[config.mk]
export PLATFORM = sky130hd
export DESIGN_NAME = tx_bank_scheduler
export DESIGN_NICKNAME = d
export VERILOG_FILES = /design/src/rtl/tx_bank_scheduler.sv
export SDC_FILE = /design/constraint.sdc
export NUM_CORES = 1
export LEC_CHECK = 0
export BUFFER_PORTS_ARGS = -buffer_cell sky130_fd_sc_hd__buf_2
export CORE_MARGIN = 10
export CORE_UTILIZATION = 52
export CTS_CLUSTER_DIAMETER = 150
export CTS_CLUSTER_SIZE = 25
export DETAILED_ROUTE_END_ITERATION = 10
export GPL_ROUTABILITY_DRIVEN = 0
export MAX_ROUTING_LAYER = met4
export PLACE_DENSITY_LB_ADDON = 0.1
export SETUP_SLACK_MARGIN = 0.2
export SYNTH_ARGS = -nofsm -noshare
export SYNTH_HDL_FRONTEND = slang
export SYNTH_SLANG_ARGS = --single-unit
[constraint.sdc]
create_clock -name i_clock -period 2.3 [get_ports i_clock]
set_clock_uncertainty 0.2 [all_clocks]
set_input_delay 0.345 -clock i_clock [delete_from_list [all_inputs] [get_ports i_clock]]
set_output_delay 0.345 -clock i_clock [all_outputs]
set_load 0.03 [all_outputs]
[src/rtl/tx_bank_scheduler.sv]
`default_nettype none
// +------------------------------------------------------------------------+
// | tx_bank_scheduler : two-bank ping-pong TX buffer scheduler with IFG     |
// |                     spacing and a read watchdog.                        |
// | Revision 1.0                                                            |
// +------------------------------------------------------------------------+
module tx_bank_scheduler #(
  parameter int IFG_CYCLES = 48,
  parameter int RD_TIMEOUT = 1024
) (
  input  logic       i_clock,
  input  logic       i_reset,
  input  logic       i_wr_req,
  input  logic       i_wr_done,
  input  logic       i_rd_done,
  output logic       o_wr_grant,
  output logic       o_wr_bank,
  output logic       o_rd_start,
  output logic       o_rd_bank,
  output logic [1:0] o_free_cnt,
  output logic       o_err,
  output logic       o_timeout
);

  localparam int GAP_W = $clog2((IFG_CYCLES > 2) ? IFG_CYCLES : 2) + 1;
  localparam int WD_W  = $clog2((RD_TIMEOUT > 2) ? RD_TIMEOUT : 2) + 1;
  localparam logic [GAP_W-1:0] GAP_LOAD = GAP_W'(IFG_CYCLES);
  localparam logic [WD_W-1:0]  WD_LAST  = WD_W'((RD_TIMEOUT > 1) ? RD_TIMEOUT - 1 : 0);

  typedef enum logic [1:0] {
    FREE    = 2'd0,
    FILLING = 2'd1,
    FULL    = 2'd2,
    SENDING = 2'd3
  } bank_state_t;

  typedef enum logic [1:0] {
    RD_IDLE   = 2'd0,
    RD_START  = 2'd1,
    RD_ACTIVE = 2'd2,
    RD_GAP    = 2'd3
  } rd_state_t;

  bank_state_t      bank [0:1];
  rd_state_t        rd_state;
  logic             wp;
  logic             rp;
  logic             req_q;
  logic             need_release;
  logic [GAP_W-1:0] gap_cnt;
  logic [WD_W-1:0]  wd_cnt;

  logic       any_filling;
  logic       fill_idx;
  logic       grant_ok;
  logic [1:0] free_now;

  // Only one bank can ever be FILLING, so a priority pick of the index is exact.
  assign any_filling = (bank[0] == FILLING) || (bank[1] == FILLING);
  assign fill_idx    = (bank[1] == FILLING);
  assign grant_ok    = req_q && !need_release && (bank[wp] == FREE) && !any_filling;
  assign free_now    = 2'(bank[0] == FREE) + 2'(bank[1] == FREE);

  always_ff @(posedge i_clock or posedge i_reset) begin
    if (i_reset) begin
      bank[0]      <= FREE;
      bank[1]      <= FREE;
      rd_state     <= RD_IDLE;
      wp           <= 1'b0;
      rp           <= 1'b0;
      req_q        <= 1'b0;
      need_release <= 1'b0;
      gap_cnt      <= '0;
      wd_cnt       <= '0;
      o_wr_grant   <= 1'b0;
      o_wr_bank    <= 1'b0;
      o_rd_start   <= 1'b0;
      o_rd_bank    <= 1'b0;
      o_free_cnt   <= 2'd2;
      o_err        <= 1'b0;
      o_timeout    <= 1'b0;
    end else begin
      req_q      <= i_wr_req;
      o_wr_grant <= 1'b0;
      o_rd_start <= 1'b0;
      o_free_cnt <= free_now;

      // A held request level is served once; it must be seen low before re-arming.
      if (!req_q) begin
        need_release <= 1'b0;
      end

      if (grant_ok) begin
        o_wr_grant   <= 1'b1;
        o_wr_bank    <= wp;
        bank[wp]     <= FILLING;
        wp           <= ~wp;
        need_release <= 1'b1;
      end

      if (i_wr_done) begin
        if (any_filling) begin
          bank[fill_idx] <= FULL;
        end else begin
          o_err <= 1'b1;
        end
      end

      if (i_rd_done && (rd_state != RD_ACTIVE)) begin
        o_err <= 1'b1;
      end

      case (rd_state)
        RD_IDLE: begin
          if (bank[rp] == FULL) begin
            rd_state <= RD_START;
          end
        end
        RD_START: begin
          o_rd_start <= 1'b1;
          o_rd_bank  <= rp;
          bank[rp]   <= SENDING;
          wd_cnt     <= '0;
          rd_state   <= RD_ACTIVE;
        end
        RD_ACTIVE: begin
          // The watchdog expiry is handled exactly like a completed read.
          if (i_rd_done || (wd_cnt >= WD_LAST)) begin
            if (!i_rd_done) begin
              o_timeout <= 1'b1;
            end
            bank[rp] <= FREE;
            rp       <= ~rp;
            gap_cnt  <= GAP_LOAD;
            rd_state <= (IFG_CYCLES == 0) ? RD_IDLE : RD_GAP;
          end else if (wd_cnt < WD_LAST) begin
            wd_cnt <= wd_cnt + WD_W'(1);
          end
        end
        RD_GAP: begin
          if (gap_cnt <= GAP_W'(1)) begin
            rd_state <= RD_IDLE;
          end else begin
            gap_cnt <= gap_cnt - GAP_W'(1);
          end
        end
        default: rd_state <= RD_IDLE;
      endcase
    end
  end

endmodule
`default_nettype wire

==> impl_metrics.toml, run 1 <==
[run_status]
outcome = "finished, final reports clean"

[finish]
nets = 241
final_cells = 274
fill_cells = 252
diodes = 0
drive_gt1_share_pct = 31.1
area_growth_syn_to_layout_pct = 26.9

[critical_path]
critPathKind = "register to register"
worstSetupStartpointType = "register"
crit_chain = "inv_2, ha_4, or3b_4, a311oi_4, nand4_1, xor2_1, nor2_1"
arrival_ns = 2.14
startpoint = "rd_state[0]$_DFFE_PP0P_"
cpLargestDelayFamily = "simple AND/OR/NAND/NOR gates"
rrSetupSlack_ns = 0.18
rr_worst_depth = 7
critPathSlowestCell = "or3b_4"
rr_startpoint = "rd_state[0]$_DFFE_PP0P_"
cp_max_fo = 5
cp.buffers_inverters = 1
critPathMaxStageDelay_ns = 0.44
endpoint_kind = "register"
crit_end = "wd_cnt[8]$_DFFE_PP0P_"
cp.depth = 7
r2r_end = "wd_cnt[8]$_DFFE_PP0P_"
required_ns = 2.31

[global_route]
grtUsageMet2_pct = 19.1
antenna_found_initial = 0
grtUsageTotal_pct = 13.1
globalRouteOverflowTotal = 0
busiest_layer = "met2"
met3_usage_pct = 4.17
grt_max_degree = 37
grt_util_met1_pct = 16.4
grt_pass1_vias = 1430
grt_first_pass_wirelength_um = 6560

[timing]
fmax_ghz = 0.471
slew_headroom_pct = 64.0
rsz0062_at_grt = "yes"
worst_slew_pin_slew_ns = 0.537
holdWs_ns = 0.0887
finalSetupViolCount = 0
drv_slew = 0
fin_crit_ns = 2.12
hold_viol_final = 0
fin_setup_tns_ns = 0
period_share_pct = 92.3

[place]
dp_cells = 247
io_buffers = 12
dp_hpwl_um = 2730

[floorplan]
die_h_um = 79.6
start_util_pct = 54.5
dieArea_sq_um = 6340
num_io_pins = 13
core-area_sq_um = 3390
die_x_um = 79.6
num_rows = 21

[min_path]
hold_path.class = "input pin to register"

[power]
p_leak_nw = 1.06
p_seq_share_pct = 37.2
pwr-share-comb_pct = 49.9
intPower_mw = 1.60
p_clk_share_pct = 12.9
switchingPower_mw = 1.19
vdd_ir_drop_max_v = 0.000542
cellPowerDensity_nw_per_um2 = 1190
total_power_mw = 2.80
netSwitchingFraction_pct = 42.6

[logic_synthesis]
ys_warn_count = 0
yosysUniqueCellTypes = 47
mappedNetlistArea_sq_um = 1850
synthFlopType = "dfrtp_1"
async_flop_share_pct = 100
ys_seq_area_share_pct = 48.8
synth_enable_flop_cells = 0
synth-seq-cells = 36
synthCells = 185
synth.avg_cell_area_sq_um = 9.99
syn_nets = 199

[drt]
dr.pass1.iters = 5
dr_total_vias = 1571
drtIter0Drc = 136
wl_per_cell_um = 15.4
drt-total-wl_um = 4210
viasPerCell = 5.73
drcViolationCount = 0
antenna_left = 0

[clock_tree]
cts.sinks = 36
cts_tree = "built"
clk_latency_ns = 0.34
root_buffer = "clkbuf_4"
cts.htree.levels = 2
clkTransAtPathRegs_ns = 0.11
clock_path_buffers = 2
cts_buffers = 5

[job]
maxCapViolCount = 0
[power groups by stage]
stage / Clock [mW] / Sequential (mW) / Combinational (mW)
final: 0.360 / 1.04 / 1.39
after global routing: 0.400 / 1.06 / 1.53
after CTS: 0.369 / 1.03 / 1.24
after detailed placement: 0 / 1.04 / 1.20
after global placement: 0 / 1.03 / 1.16
after floorplan: 0 / 1.09 / 0.843
[flip-flops by register name, summed over array words and instances (netlist names)]
register      cells
req_q             1
o_free_cnt        2
rp                1
o_rd_bank         1
o_err             1
rd_state          2
bank              4
o_rd_start        1
o_wr_grant        1
need_release      1
wp                1
gap_cnt           7
o_wr_bank         1
wd_cnt           11
o_timeout         1
[how the worst min path moves through the flow]
stage	from	to	slack, ns	cells after the start
after detailed placement	o_timeout$_DFFE_PP0P_	o_timeout$_DFFE_PP0P_	0.25	1
after CTS	i_rd_done	o_err$_DFFE_PP0P_	0.09	3
after global placement	o_timeout$_DFFE_PP0P_	o_timeout$_DFFE_PP0P_	0.25	1
after floorplan	i_wr_req	req_q$_DFF_PP0_	0.18	0
final	i_rd_done	o_err$_DFFE_PP0P_	0.09	3
after global routing	i_rd_done	o_err$_DFFE_PP0P_	0.12	3
[layout make-up]
class	count	area, sq um	share of cell area, %
multi-input cells	132	1000	42.8
flip-flops and latches	36	905	38.6
repair buffers	39	269	11.5
well taps	46	57.6	2.45
clock buffers	7	55.1	2.35
inverters	13	48.8	2.08
clock inverters	1	7.51	0.320
[worst register-to-register path: stages, from the launching register on]
cell and delay (ns):
dfrtp_1 0.41, inv_2 0.09, ha_4 0.13, or3b_4 0.44
a311oi_4 0.34, nand4_1 0.15, xor2_1 0.19, nor2_1 0.05
[layer usage]
| layer | part of all wire [%] | vias to the layer above |
|---|---|---|
| met3 | 5.2 | 9 |
| met5 | 0 | - |
| met4 | 1.5 | 0 |
| met1 | 47 | 764 |
| li1 | - | 749 |
| met2 | 47 | 49 |
[what timing repair did]
item	CTS	global route
buffers inserted	3	14
setup endpoints to repair	14	16
hold buffers	2	0
endpoints found under the hold margin	36	0
gates resized for setup	4	20
pin swaps	3	11
[synthesized netlist by cell type (2+ instances only)]
master / count / area, sq um
xor2_1: 3 / 26.3
nor2b_1: 4 / 25.0
nand4_1: 5 / 31.3
clkbuf_1: 2 / 7.51
o21ai_0: 10 / 50.1
nor4_1: 6 / 37.5
a22o_1: 2 / 17.5
or3b_1: 3 / 26.3
nor2_1: 17 / 63.8
buf_2: 2 / 10.0
inv_1: 13 / 48.8
a221oi_1: 2 / 17.5
a31oi_1: 4 / 25.0
o21a_1: 4 / 30.0
nand3_1: 8 / 40.0
nor3_1: 5 / 25.0
a21oi_1: 4 / 20.0
ha_1: 9 / 113
dfrtp_1: 35 / 876
mux2i_1: 3 / 30.0
nand2_1: 13 / 48.8
nand2b_1: 2 / 12.5
and3_1: 2 / 12.5
xnor2_1: 4 / 35.0
[cell usage in the layout (no fill, tap or decap), drive strengths merged, types with 3 or more instances in the layout]
master and n:
buf 36, dfrtp 35, nor2 18, inv 13, nand2 13, o21ai 11, nand3 9, ha 9
clkbuf 8, nor4 7, nand4 5, nor3 5, o21a 4, nor2b 4, xnor2 4, a31oi 4
a21oi 4, mux2i 3, xor2 3, or3b 3
[cells by family after synthesis]
logic type                 share of synthesized area [%]
and+or+nand+nor                                     20.5
AOI/OAI and AO/OA                                   14.8
DFF                                                 48.8
buffers and inverters                               3.59
adders and majority gates                           6.09
xor gates and xnor gates                            3.32
muxes                                               2.84
[per-stage QoR]
step / util [%] / worst slack, ns / area [sq um]
global placement: 60.1 / 0.111 / 2040
detailed placement: 60.1 / 0.0329 / 2040
CTS: 64.0 / 0.189 / 2170
global route: 69.2 / 0.0860 / 2350
finish: 69.2 / 0.177 / 2350
floorplan: - / 0.200 / 1890
No activity file was read; power rests on OpenSTA's default activity.
==> run 2: changes to the inputs <==
--- a/config.mk
+++ b/config.mk
@@ -5,7 +5,7 @@
 export SDC_FILE = /design/constraint.sdc
 export NUM_CORES = 1
 export LEC_CHECK = 0
-export BUFFER_PORTS_ARGS = -buffer_cell sky130_fd_sc_hd__buf_2
+export BUFFER_PORTS_ARGS = -buffer_cell sky130_fd_sc_hd__clkbuf_2
 export CORE_MARGIN = 10
 export CORE_UTILIZATION = 52
 export CTS_CLUSTER_DIAMETER = 150
@@ -15,6 +15,7 @@
 export MAX_ROUTING_LAYER = met4
 export PLACE_DENSITY_LB_ADDON = 0.1
 export SETUP_SLACK_MARGIN = 0.2
+export SLEW_MARGIN = 10
 export SYNTH_ARGS = -nofsm -noshare
 export SYNTH_HDL_FRONTEND = slang
 export SYNTH_SLANG_ARGS = --single-unit
==> run 2 against run 1 <==
  * Critical path depth fell by 1
  * Clock power fell by 5%
  * Highest routed layer unchanged
  * Core utilization fell by 3.2 points
  * Critical endpoint is now gap_cnt[1]$_DFFE_PP0P_
==> impl_metrics.toml, run 2 (synthesized netlist as in run 1, its figures left out) <==
[run_status]
outcome = "finished, final reports clean"

[finish]
largestRegisters = "wd_cnt x11, gap_cnt x7, bank x4"
nets = 234
area_growth_syn_to_layout_pct = 21.1
largest_reg_flops = 11
mostFrequentLayoutCell = "dfrtp_1"
regArea_sq_um = 902
final_cell_mix = "35 x dfrtp_1, 17 x nor2_1, 17 x buf_4"
regMostFlops = "wd_cnt"
diodes = 0
drive_gt1_share_pct = 25.8
fill_cells = 280
multiInputGateArea_sq_um = 965

[critical_path]
rr_worst_depth = 6
critPathSlowestCell = "dfrtp_1"
worstSetupStartpointType = "register"
rr_startpoint = "wd_cnt[1]$_DFFE_PP0P_"
critPathMaxStageDelay_ns = 0.42
endpoint_kind = "register"
rrSetupSlack_ns = 0.17
startpoint = "wd_cnt[1]$_DFFE_PP0P_"
required_ns = 2.34
crit_chain = "ha_2, a21oi_2, nor4_4, or2_1, nand2_1, a22o_1"
critPathKind = "register to register"
arrival_ns = 2.18
cp_max_fo = 8

[drt]
dr.pass1.iters = 4
antenna_left = 0
drt-total-wl_um = 4070
drcViolationCount = 0
viasPerCell = 5.81
drtIter0Drc = 179
wl_per_cell_um = 15.2
dr_total_vias = 1550

[global_route]
globalRouteOverflowTotal = 0
antenna_found_initial = 0
grt_max_degree = 37
grt_pass1_vias = 1486
grt_first_pass_wirelength_um = 6720
grtUsageTotal_pct = 13.5

[power]
vdd_ir_drop_max_v = 0.000669
p_leak_nw = 1.03
cellPowerDensity_nw_per_um2 = 1210

[timing]
fin_setup_tns_ns = 0
finalSetupViolCount = 0
rsz0062_at_grt = "yes"
fin_crit_ns = 2.13
slew_headroom_pct = 65.1
worst_slew_pin_slew_ns = 0.520
hold_viol_final = 0
fmax_ghz = 0.469
holdWs_ns = 0.0961
drv_slew = 0
period_share_pct = 92.7

[min_path]
holdPathStages = 3
hold_path.class = "input pin to register"
hp-start = "i_rd_done"

[floorplan]
num_io_pins = 13
start_util_pct = 54.5
num_rows = 21
core-area_sq_um = 3390
dieArea_sq_um = 6340
die_x_um = 79.6
die_h_um = 79.6

[place]
io_buffers = 12
dp_hpwl_um = 2830

[clock_tree]
cts.sinks = 36
cts_buffers = 5
root_buffer = "clkbuf_4"
clk_latency_ns = 0.35
cts_tree = "built"
clock_path_buffers = 2
clkTransAtPathRegs_ns = 0.12
cts.htree.levels = 2

[job]
maxCapViolCount = 0
[run 2: changes by cell type in the layout (fill, tap and decap cells not counted), moves of 3 or more]
cell / change
nor4_1: +3
buf_2: -12
clkbuf_2: +11
buf_4: -6
[run 2: what timing repair did]
action | CTS | global route
setup buffers | 3 | 6
cloned | 0 | 1
hold buffers | 2 | 0
pin swaps | 1 | 6
endpoints found under the hold margin | 36 | 0
gates resized for setup | 2 | 8
setup endpoints to repair | 12 | 17
[run 2: power breakdown]
group	internal [mW]	switching (mW)	total (mW)
Clock	0.117	0.226	0.343
Combinational	0.575	0.744	1.32
Sequential	0.843	0.203	1.05
Total	1.54	1.17	2.71
[run 2: area by class of cell]
type | count | share of cell area [%]
clock buffer | 5 | 1.68
clock inverter | 3 | 0.839
inverter | 13 | 2.18
multi-input combinational | 133 | 43.1
sequential | 36 | 40.3
tap | 46 | 2.57
timing repair buffer | 31 | 9.28
[run 2: through the flow]
stage | power (mW) | std cells | util (%) | cell area [sq um] | worst slack [ns]
6_report | 2.71 | 267 | 66.0 | 2240 | 0.168
3_3_place_gp | 2.19 | 247 | 60.1 | 2040 | 0.111
5_1_grt | 2.93 | 267 | 66.0 | 2240 | 0.0701
4_1_cts | 2.61 | 260 | 63.5 | 2150 | 0.161
2_1_floorplan | 1.93 | 185 | - | 1890 | 0.200
3_5_place_dp | 2.25 | 247 | 60.1 | 2040 | 0.0269
[run 2: worst max-delay path: cells and delay by family (launching register included)]
family | cells | cell delay (ns)
and+or+nand+nor | 3 | 0.88
adders and majority gates | 1 | 0.22
AOI/OAI and AO/OA | 2 | 0.31
DFF | 1 | 0.42
[run 2: worst paths after layout]
check | to
max | gap_cnt[1]$_DFFE_PP0P_
min | o_err$_DFFE_PP0P_
max reg2reg | gap_cnt[1]$_DFFE_PP0P_
min reg2reg | need_release$_DFFE_PP0P_
max in group asynchronous | o_free_cnt[1]$_DFF_PP1_
min in group asynchronous | wp$_DFFE_PP0N_
[run 2: metal layers]
layer | GRT usage, % | vias to the layer above | wire length (um)
li1 | - | 738 | -
met1 | 16.6 | 766 | 1820
met2 | 20.0 | 41 | 1970
met3 | 4.62 | 5 | 239
met4 | 5.20 | 0 | 48
met5 | - | - | 0
==> run 3: changes to the inputs <==
--- a/config.mk
+++ b/config.mk
@@ -6,7 +6,7 @@
 export NUM_CORES = 1
 export LEC_CHECK = 0
 export BUFFER_PORTS_ARGS = -buffer_cell sky130_fd_sc_hd__clkbuf_2
-export CORE_MARGIN = 10
+export CORE_MARGIN = 5
 export CORE_UTILIZATION = 52
 export CTS_CLUSTER_DIAMETER = 150
 export CTS_CLUSTER_SIZE = 25
==> run 3 against run 2 <==
  * Setup slack better by 0.053 ns
  * Flip-flop and latch count unchanged
  * Power up 2.4%
  * Count of clock-buffer cells in the layout up 1
  * Die area down 24%
  * First-iteration DRC count down 37%
  * Sequential share of layout area down 1.2 points
  * Critical endpoint is now rd_state[1]$_DFFE_PP0P_
  * Via count up 1.6%
  * Critical path depth unchanged
  * Worst hold slack better by 0.012 ns
  * Core utilization up 2.2 points
  * Largest cell class unchanged
  * Design area up 3.3%
==> impl_metrics.toml, run 3 (synthesized netlist as in run 1, its figures left out) <==
[global_route]
grt_max_degree = 37
antenna_found_initial = 0
grtUsageTotal_pct = 18.6
grt_first_pass_wirelength_um = 7110
globalRouteOverflowTotal = 0
grt_pass1_vias = 1481

[finish]
largest_reg_flops = 11
mostFrequentLayoutCell = "dfrtp_1"
finish.utilization_pct = 68.2
area_growth_syn_to_layout_pct = 25.1
final_cell_mix = "33 x dfrtp_1, 23 x buf_4, 17 x nor2_1"
largestRegisters = "wd_cnt x11, gap_cnt x7, bank x4"
fill_cells = 271
nets = 241
diodes = 0
regMostFlops = "wd_cnt"
drive_gt1_share_pct = 28.2

[floorplan]
core-area_sq_um = 3390
die_h_um = 69.6
start_util_pct = 54.5
die_x_um = 69.6
num_io_pins = 13
dieArea_sq_um = 4850
num_rows = 21

[clock_tree]
clkTransAtPathRegs_ns = 0.10
root_buffer = "clkbuf_4"
cts_buffers = 5
cts_tree = "built"
clk_latency_ns = 0.35
cts.sinks = 36
cts.htree.levels = 2
clock_path_buffers = 2

[critical_path]
worstSetupStartpointType = "register"
required_ns = 2.33
cp_max_fo = 5
critPathKind = "register to register"
endpoint_kind = "register"
arrival_ns = 2.11

[timing]
finalSetupViolCount = 0
period_share_pct = 90.4
fin_crit_ns = 2.08
fmax_ghz = 0.481
rsz0062_at_grt = "yes"
drv_slew = 0
holdWs_ns = 0.108
worst_slew_pin_slew_ns = 0.549
slew_headroom_pct = 63.1
hold_viol_final = 0
fin_ws_ns = 0.221

[job]
maxCapViolCount = 0

[drt]
drt-total-wl_um = 4330
antenna_left = 0
viasPerCell = 5.77
dr_total_vias = 1575
drcViolationCount = 0
drtIter0Drc = 112
dr.pass1.iters = 4
wl_per_cell_um = 15.9

[place]
dp_hpwl_um = 2720
io_buffers = 12
pre_cts_slack_ns = -0.0240

[min_path]
hold_path.class = "input pin to register"

[power]
p_leak_nw = 1.06
cellPowerDensity_nw_per_um2 = 1200
vdd_ir_drop_max_v = 0.000494

[run_status]
outcome = "finished, final reports clean"
-- run 3: worst paths after layout --
check / startpoint / to / slack [ns] / cells after the start
max in group asynchronous: i_reset / o_free_cnt[1]$_DFF_PP1_ / 1.13 / 4
hold reg to reg: need_release$_DFFE_PP0P_ / need_release$_DFFE_PP0P_ / 0.27 / 1
setup reg to reg: rd_state[0]$_DFFE_PP0P_ / rd_state[1]$_DFFE_PP0P_ / 0.22 / 6
hold / removal: i_rd_done / o_err$_DFFE_PP0P_ / 0.11 / 3
setup / recovery: rd_state[0]$_DFFE_PP0P_ / rd_state[1]$_DFFE_PP0P_ / 0.22 / 6
min in group asynchronous: i_reset / wd_cnt[3]$_DFFE_PP0P_ / 0.43 / 4
-- run 3: final cells by class --
type | count | area (sq um) | share of cell area (%)
clock buffers | 6 | 41.3 | 1.79
clock inverters | 1 | 5.00 | 0.217
inverters | 13 | 48.8 | 2.11
multi-input cells | 133 | 990 | 42.8
flip-flops and latches | 36 | 905 | 39.1
well taps | 46 | 57.6 | 2.49
repair buffers | 38 | 264 | 11.4
-- run 3: worst max-delay path, cell delays in order (launching register included) --
cell     delay (ns)
dfrtp_1        0.41
inv_2          0.09
ha_4           0.14
or3b_4         0.45
nor2_4         0.18
a221o_1        0.18
mux2_1         0.32
-- run 3: repair_timing --
action / in CTS / in global routing
gates cloned: 1 / 0
pin swaps: 5 / 4
setup buffers: 7 / 10
endpoints found under the hold margin: 36 / 0
gates resized for setup: 7 / 10
setup endpoints to repair: 13 / 18
hold buffers: 2 / 0
-- run 3: through the flow --
stage	std cells	TNS, ns	power, mW	instance area [sq um]
2_1_floorplan	185	0	1.93	1890
3_3_place_gp	246	0	2.19	2030
3_5_place_dp	246	-0.0240	2.24	2030
4_1_cts	263	0	2.62	2200
5_1_grt	273	0	3.00	2310
6_report	273	0	2.77	2310
-- run 3: layer usage --
metal	vias to the layer above	wire length (um)	global-route usage [%]
met2	42	2120	28.8
met3	9	197	5.80
met5	-	0	-
met4	0	75	6.38
li1	749	-	-
met1	775	1940	23.2
-- run 3: where the power goes --
part           leakage [nW]  switching (mW)  internal, mW
Sequential            0.453           0.221         0.845
Clock                0.0281           0.204         0.113
Combinational         0.579           0.777         0.614
